[src/rtl/posit_mac_seq.sv]
// Sequencer for the posit MAC pipeline: admits len operand pairs, drives stage valids, buffers the result.
// Latency: last issue at t -> vld_d[0] at t+1, result strobe expected at t+DEPTH+1, out_vld_o at t+DEPTH+2 (+1 per stall).
// Backpressure: stall_i freezes vld_d and blocks issue; out_rdy_i low holds the result in HOLD indefinitely.
module posit_mac_seq #(
  parameter int WIDTH = 8,
  parameter int DEPTH = 12,
  parameter int LEN_W = 8
) (
  input  logic             clk_i,
  input  logic             rstn,
  input  logic             start_i,
  input  logic [LEN_W-1:0] cfg_len_i,
  input  logic             abort_i,
  input  logic             stall_i,
  input  logic             in_vld_i,
  output logic             in_rdy_o,
  output logic             acc_clr_o,
  output logic             acc_last_o,
  output logic [DEPTH-1:0] vld_d,
  output logic             acc_rdy,
  input  logic             res_vld_i,
  input  logic [WIDTH-1:0] res_i,
  output logic             out_vld_o,
  input  logic             out_rdy_i,
  output logic [WIDTH-1:0] out_data_o,
  output logic             busy_o,
  output logic             done_o,
  output logic             err_o
);

  typedef enum logic [1:0] {IDLE, FEED, DRAIN, HOLD} state_t;

  localparam logic [LEN_W-1:0] LEN_ONE = LEN_W'(1);

  state_t           state_q, state_d;
  logic [LEN_W-1:0] len_q, cnt_q;
  logic             issue, cnt_last, start_ok, res_take, hs;

  assign cnt_last  = (cnt_q == len_q - LEN_ONE);
  assign acc_rdy   = ~stall_i;
  assign out_vld_o = (state_q == HOLD);
  assign busy_o    = (state_q != IDLE);

  // Next-state and issue qualification; abort overrides every other action.
  always_comb begin
    state_d    = state_q;
    in_rdy_o   = 1'b0;
    issue      = 1'b0;
    acc_clr_o  = 1'b0;
    acc_last_o = 1'b0;
    start_ok   = 1'b0;
    res_take   = 1'b0;
    hs         = 1'b0;
    case (state_q)
      IDLE: begin
        if (start_i) begin
          start_ok = 1'b1;
          state_d  = FEED;
        end
      end
      FEED: begin
        in_rdy_o   = ~stall_i;
        issue      = in_vld_i & ~stall_i;
        acc_clr_o  = issue & (cnt_q == '0);
        acc_last_o = issue & cnt_last;
        if (issue && cnt_last) state_d = DRAIN;
      end
      DRAIN: begin
        if (res_vld_i) begin
          res_take = 1'b1;
          state_d  = HOLD;
        end
      end
      HOLD: begin
        if (out_rdy_i) begin
          hs      = 1'b1;
          state_d = IDLE;
        end
      end
      default: state_d = IDLE;
    endcase
    if (abort_i) begin
      state_d    = IDLE;
      in_rdy_o   = 1'b0;
      issue      = 1'b0;
      acc_clr_o  = 1'b0;
      acc_last_o = 1'b0;
      start_ok   = 1'b0;
      res_take   = 1'b0;
      hs         = 1'b0;
    end
  end

  // State register.
  always_ff @(posedge clk_i or negedge rstn) begin
    if (!rstn) state_q <= IDLE;
    else       state_q <= state_d;
  end

  // Job length latch and issue counter; a zero length runs as a single product.
  always_ff @(posedge clk_i or negedge rstn) begin
    if (!rstn) begin
      len_q <= '0;
      cnt_q <= '0;
    end else if (abort_i) begin
      cnt_q <= '0;
    end else if (start_ok) begin
      len_q <= (cfg_len_i == '0) ? LEN_ONE : cfg_len_i;
      cnt_q <= '0;
    end else if (issue) begin
      cnt_q <= cnt_q + LEN_ONE;
    end
  end

  // Stage valid shift vector; frozen during stall, flushed on abort.
  always_ff @(posedge clk_i or negedge rstn) begin
    if (!rstn)        vld_d <= '0;
    else if (abort_i) vld_d <= '0;
    else if (acc_rdy) vld_d <= {vld_d[DEPTH-2:0], issue};
  end

  // Result capture; data stays stable while waiting in HOLD.
  always_ff @(posedge clk_i or negedge rstn) begin
    if (!rstn)         out_data_o <= '0;
    else if (res_take) out_data_o <= res_i;
  end

  // Completion pulse one cycle after the output handshake.
  always_ff @(posedge clk_i or negedge rstn) begin
    if (!rstn) done_o <= 1'b0;
    else       done_o <= hs;
  end

  // Sticky error for unexpected result strobes; a fresh job clears it unless a strobe arrives that same cycle.
  always_ff @(posedge clk_i or negedge rstn) begin
    if (!rstn)                             err_o <= 1'b0;
    else if (res_vld_i && state_q != DRAIN) err_o <= 1'b1;
    else if (start_ok)                     err_o <= 1'b0;
  end

endmodule

[config.mk]
export PLATFORM = sky130hd
export DESIGN_NAME = posit_mac_seq
export DESIGN_NICKNAME = d
export VERILOG_FILES = /design/src/rtl/posit_mac_seq.sv
export SDC_FILE = /design/constraint.sdc
export NUM_CORES = 1
export LEC_CHECK = 0
export BUFFER_PORTS_ARGS = -buffer_cell sky130_fd_sc_hd__buf_2
export CAP_MARGIN = 20
export CORE_MARGIN = 2
export CORE_UTILIZATION = 41
export DETAILED_ROUTE_END_ITERATION = 10
export PLACE_DENSITY = 0.74
export SLEW_MARGIN = 20
export SYNTH_ARGS = -nofsm -noshare
export SYNTH_HDL_FRONTEND = slang
export SYNTH_SLANG_ARGS = --single-unit
export TNS_END_PERCENT = 1
[constraint.sdc]
create_clock -name clk_i -period 3.6 [get_ports clk_i]
set_input_delay 0.54 -clock clk_i [delete_from_list [all_inputs] [get_ports clk_i]]
set_output_delay 0.54 -clock clk_i [all_outputs]
set_load 0.005 [all_outputs]
# Word-level counts from Yosys, hierarchy flattened
# Index checks and enable logic that the tools add are counted.
# word_totals
word_cells,65
out_inout_bits,28
ff_bits,40
inputBits,24
# op_classes
n_bitwise,5
n_addsub,2
eq_ne,10
muxes,31
n_reduce_logical,10
# op_table
operator,n
two-way mux 8 bit,4
two-way mux 12 bit,2
two-way mux 1 bit,19
zero test 8 bit,2
two-way mux 2 bit,5
"!= test 3 bit, second input constant",3
"adder 8 x 1 -> 8 bit, second input constant",1
equality test 8 bit,1
one-hot mux 2 bit (4 select lines),1
"subtractor 8 x 1 -> 8 bit, second input constant",1
"equality test 2 bit, second input constant",2
"!= test 2 bit, second input constant",2
AND reduction 4 bit,1
nonzero test 2 bit,2
bitwise AND 1 bit,3
"!= test 3 x 2 -> 1 bit, second input constant",1
nonzero test 3 bit,1
"equality test 2 x 1 -> 1 bit, second input constant",1
logical AND 1 bit,2
zero test 2 bit,1
inverter 1 bit,2
AND reduction 2 bit,1

# Logic depth before layout (Yosys ltp)
# logic_depth
depth_word,7
depth_mapped,9
ltp_nobuf,8

# Worst setup path after synthesis
# OpenSTA, ideal clock, no wires.
# synth_path
path_kind,register to output
start,reg len_q[0]
end,out acc_last_o
t_required_ps,3060
arrival_ps,1711
stages_incl_launch_ff,9
slack_ps,1349
n_path_buf,1
cell_sequence,dfrtp_1 inv_1 ha_1 clkbuf_2 o21bai_1 a2111o_1 o311ai_1 o2111ai_1 nor2_1
# synth_via
elab_chain_cells,5
# synth_lines
item,line_no,rtl
"start, declared",36,"logic [LEN_W-1:0] len_q, cnt_q;"
"start signal, assigned",108,len_q <= (cfg_len_i == '0) ? LEN_ONE : cfg_len_i;
subtractor 8 x 1 -> 8 bit,39,assign cnt_last = (cnt_q == len_q - LEN_ONE);
equality test 8 bit,39,
bitwise AND 1 bit,65,acc_last_o = issue & cnt_last;
two-way mux 1 bit,54,case (state_q)
two-way mux 1 bit,82,if (abort_i) begin
"end, declared",18,"output logic acc_last_o,"
# No other way between the ends.

# Final worst setup path
# Ends and elaborated chain as after synthesis.

==> summary.txt <==
Pin count of the biggest net entering global routing: 41
Leakage power: 1.26 nW
FF+latch area: 1000 sq um
Mux share of post-synthesis cell area: 13.9%
RD Place Congestion: 0.900
Clk sinks: 40
Adder-cell area share of the yosys netlist: 4.80%
Clk_skew: 0.00828 ns
Critical path class: flip-flop to output port
Syn_nets: 226
I/O Buffers: 51
CTS root buffer: clkbuf_8
HP Class: primary input to asynchronous set/reset pin
Reg clk slew, reported paths: 0.08 ns
Combinational Power Share: 31.9%
Clock power share: 25.1%
Switching pwr: 0.000507 W
Crit path capture type: output port
Slew HR: 42.3%
Synthesized area per cell: 10.8 sq um
Max-Cap Viols: 0
Peak supply drop: 326 uV
Vias: 1,556
Total die area: 5670 sq um
Largest family of logic cells by synthesized area: simple AND/OR/NAND/NOR gates
Worst Path Required: 3.06 ns
Area occupied by multi-input gates: 1010 sq um
Share of post-route cells with drive strength above 1: 30.7%
Post-Syn Area: 2090 sq um
# rows: 25
Setup Viol. Count Final: 0
Part of the power in registers: 43.1%
Core area: 4820 sq um
CTS resizes: 0
Setup TNS Final: 0 ns
Worst-Margin Slew: 0.866 ns
Synth top area share: 48.0%
R2R cell count: 8
Area contributors post-synth: dfrtp_1 48%, mux2i_1 5.8%, mux2_2 5.4%, ha_1 4.8%, nor2_1 4.3%
Crit Reg-Reg Endpoint: state_q[1]
CTS tree: yes
Xor-xnor portion of the synthesized cell area: 5.88%
Clock latency on the worst-skew pair: 0.30 ns
Final Hold Fails: 0
Cell variety after synth: 41
Post-synthesis cell count: 194
Iter 0 DRT Violations: 70
Switching Share: 32.9%
CTS buffer count: 5
Post-CTS setup buffer count: 0
Fin crit period: 2.83 ns
Dominant cell type by area after synthesis: dfrtp_1
Ant. Diodes: 0
1st-pass router iterations: 4
Power, Total: 0.00154 W
Final instance area: 2510 sq um
Vias per cell: 5.00
Register area share after synthesis: 48.0%
Initial Utilization: 43.3%
Max-slew violations: 0
Post-Route WL: 3.98 mm
Nets@finish: 275
Area grow syn2layout: 20.3%
Arr. time, crit path: 2.29 ns
Status: finished clean
Internal Power: 0.00104 W
Initial antenna violation count: 0
Crit share post-route: 78.5%
Synth Area in Compound Gates: 8.16%
Reg2Reg Setup Slack: 1.28 ns
Placed Instance Area: 2390 sq um
Number of global-route vias before repair: 1,434
RSZ-0062 raised after global routing: false
FF+latch count, synth: 40
# DRC: 0
Avg WL per Cell: 12.8 um
Die height: 75.3 um
Clock tree buffer depth: 2
Final HPWL DP: 2.95 mm
Critical path peak fanout: 8
GR Util All Layers: 15.0%
Max Freq: 354 MHz
First-pass GRT wire length: 6.42 mm
I/O pins: 52
CP Launch Type: flip-flop
Post-CTS Hold Buffers: 0
FF-to-FF Start: len_q[0]
Fraction of the mapped netlist area in simple logic gates: 15.6%
Grt ovf: 0
Final ANT Viol Nets: 0
Power Dens Cells: 615 nW/um^2
Synth warn: 0
Fill count: 437
Width of the die: 75.3 um
H-Tree Depth: 2
## layout make-up
type | instances | area share (%)
Clock inverter | 2 | 1.55
Clock buffer | 6 | 3.29
Timing Repair Buffer | 51 | 10.2
Sequential cell | 40 | 39.9
Multi-Input combinational cell | 134 | 40.1
Inverter | 11 | 1.65
Tap cell | 67 | 3.34
## cell usage in the layout (no fill, tap or decap), types with 5 or more instances in the layout
cell,count
buf_2,51
dfrtp_1,40
nor2_1,24
mux2i_1,12
inv_1,10
nand2_1,10
xor2_1,10
mux2_2,10
ha_1,8
a21oi_1,7
clkbuf_8,6
nor2b_1,5
mux2_1,5
## power by group through the flow
stage | sequential (W) | combinational [W] | clock (W)
floorplan | 0.000658 | 0.000348 | 0
global placement | 0.000668 | 0.000485 | 0
detailed placement | 0.000673 | 0.000497 | 0
CTS | 0.000665 | 0.000501 | 0.000399
global route | 0.000683 | 0.000554 | 0.000417
finish | 0.000664 | 0.000492 | 0.000387
## through the flow
stage	setup slack [ns]	hold slack (ns)	util [%]	instances
after floorplan	1.35	0.244	-	194
after global placement	1.16	0.472	49.6	303
after detailed placement	1.10	0.476	49.6	303
after CTS	0.763	0.387	52.1	311
after global routing	0.609	0.436	52.1	311
final	0.774	0.348	52.1	311
## how the worst max path moves through the flow
| stage | to | cells past startpoint | startpoint |
|---|---|---|---|
| floorplan | acc_last_o | 8 | len_q[0] |
| global placement | acc_last_o | 8 | len_q[0] |
| detailed placement | acc_last_o | 8 | len_q[0] |
| CTS | acc_last_o | 8 | len_q[0] |
| global route | acc_last_o | 8 | len_q[0] |
| finish | acc_last_o | 8 | len_q[0] |
## state kept, by name, indices dropped and copies added, names as in the netlist
register / count
out_data_o: 8
len_q: 8
state_q: 2
err_o: 1
done_o: 1
cnt_q: 8
vld_d: 12
## synth_stat cells
library cell	number
inv_1	10
mux2_1	5
nor4b_1	1
mux2i_1	12
o21ai_0	3
inv_2	1
nand2b_1	2
a211oi_1	1
o2111ai_1	1
or4_1	1
o211ai_1	1
o31ai_4	1
clkbuf_2	1
nor2b_1	5
nor4_4	1
and2_1	1
a21oi_1	7
mux2_2	10
a22oi_1	1
nor2_1	24
or2_2	1
nor4_1	4
o21bai_1	1
dfrtp_1	40
o211a_1	1
or3_1	1
or3b_1	1
clkbuf_1	7
o311ai_1	1
nor3_1	2
nand3_1	2
xor2_1	10
buf_2	1
a211o_2	1
xnor2_1	4
and3_1	3
a2111o_1	2
ha_1	8
nand4_1	4
nand2_1	10
o21ai_2	1
## worst max-delay path, stage by stage, from the launching register on
cell and delay (ns):
dfrtp_1 0.41, inv_1 0.08, ha_1 0.29, o21bai_1 0.20, a2111o_1 0.41, o311ai_1 0.08
o2111ai_1 0.22, nor2_1 0.17, buf_2 0.14
## per-layer routing
layer | global-route usage, % | share of wire [%] | vias up | routed length (um)
met3 | 3.17 | 4.2 | 8 | 166
met1 | 20.1 | 45 | 745 | 1780
li1 | - | - | 766 | -
met5 | 0 | 0 | - | 0
met4 | 6.43 | 1.9 | 0 | 74
met2 | 23.7 | 49 | 37 | 1950
## cells by family after synthesis
kind of cell / after synthesis
compound gates: 22
flops: 40
simple gates: 63
buf+inv: 20
xor+xnor: 14
mux: 27
fa+ha+maj: 8
(Power assumes the default switching activity.)
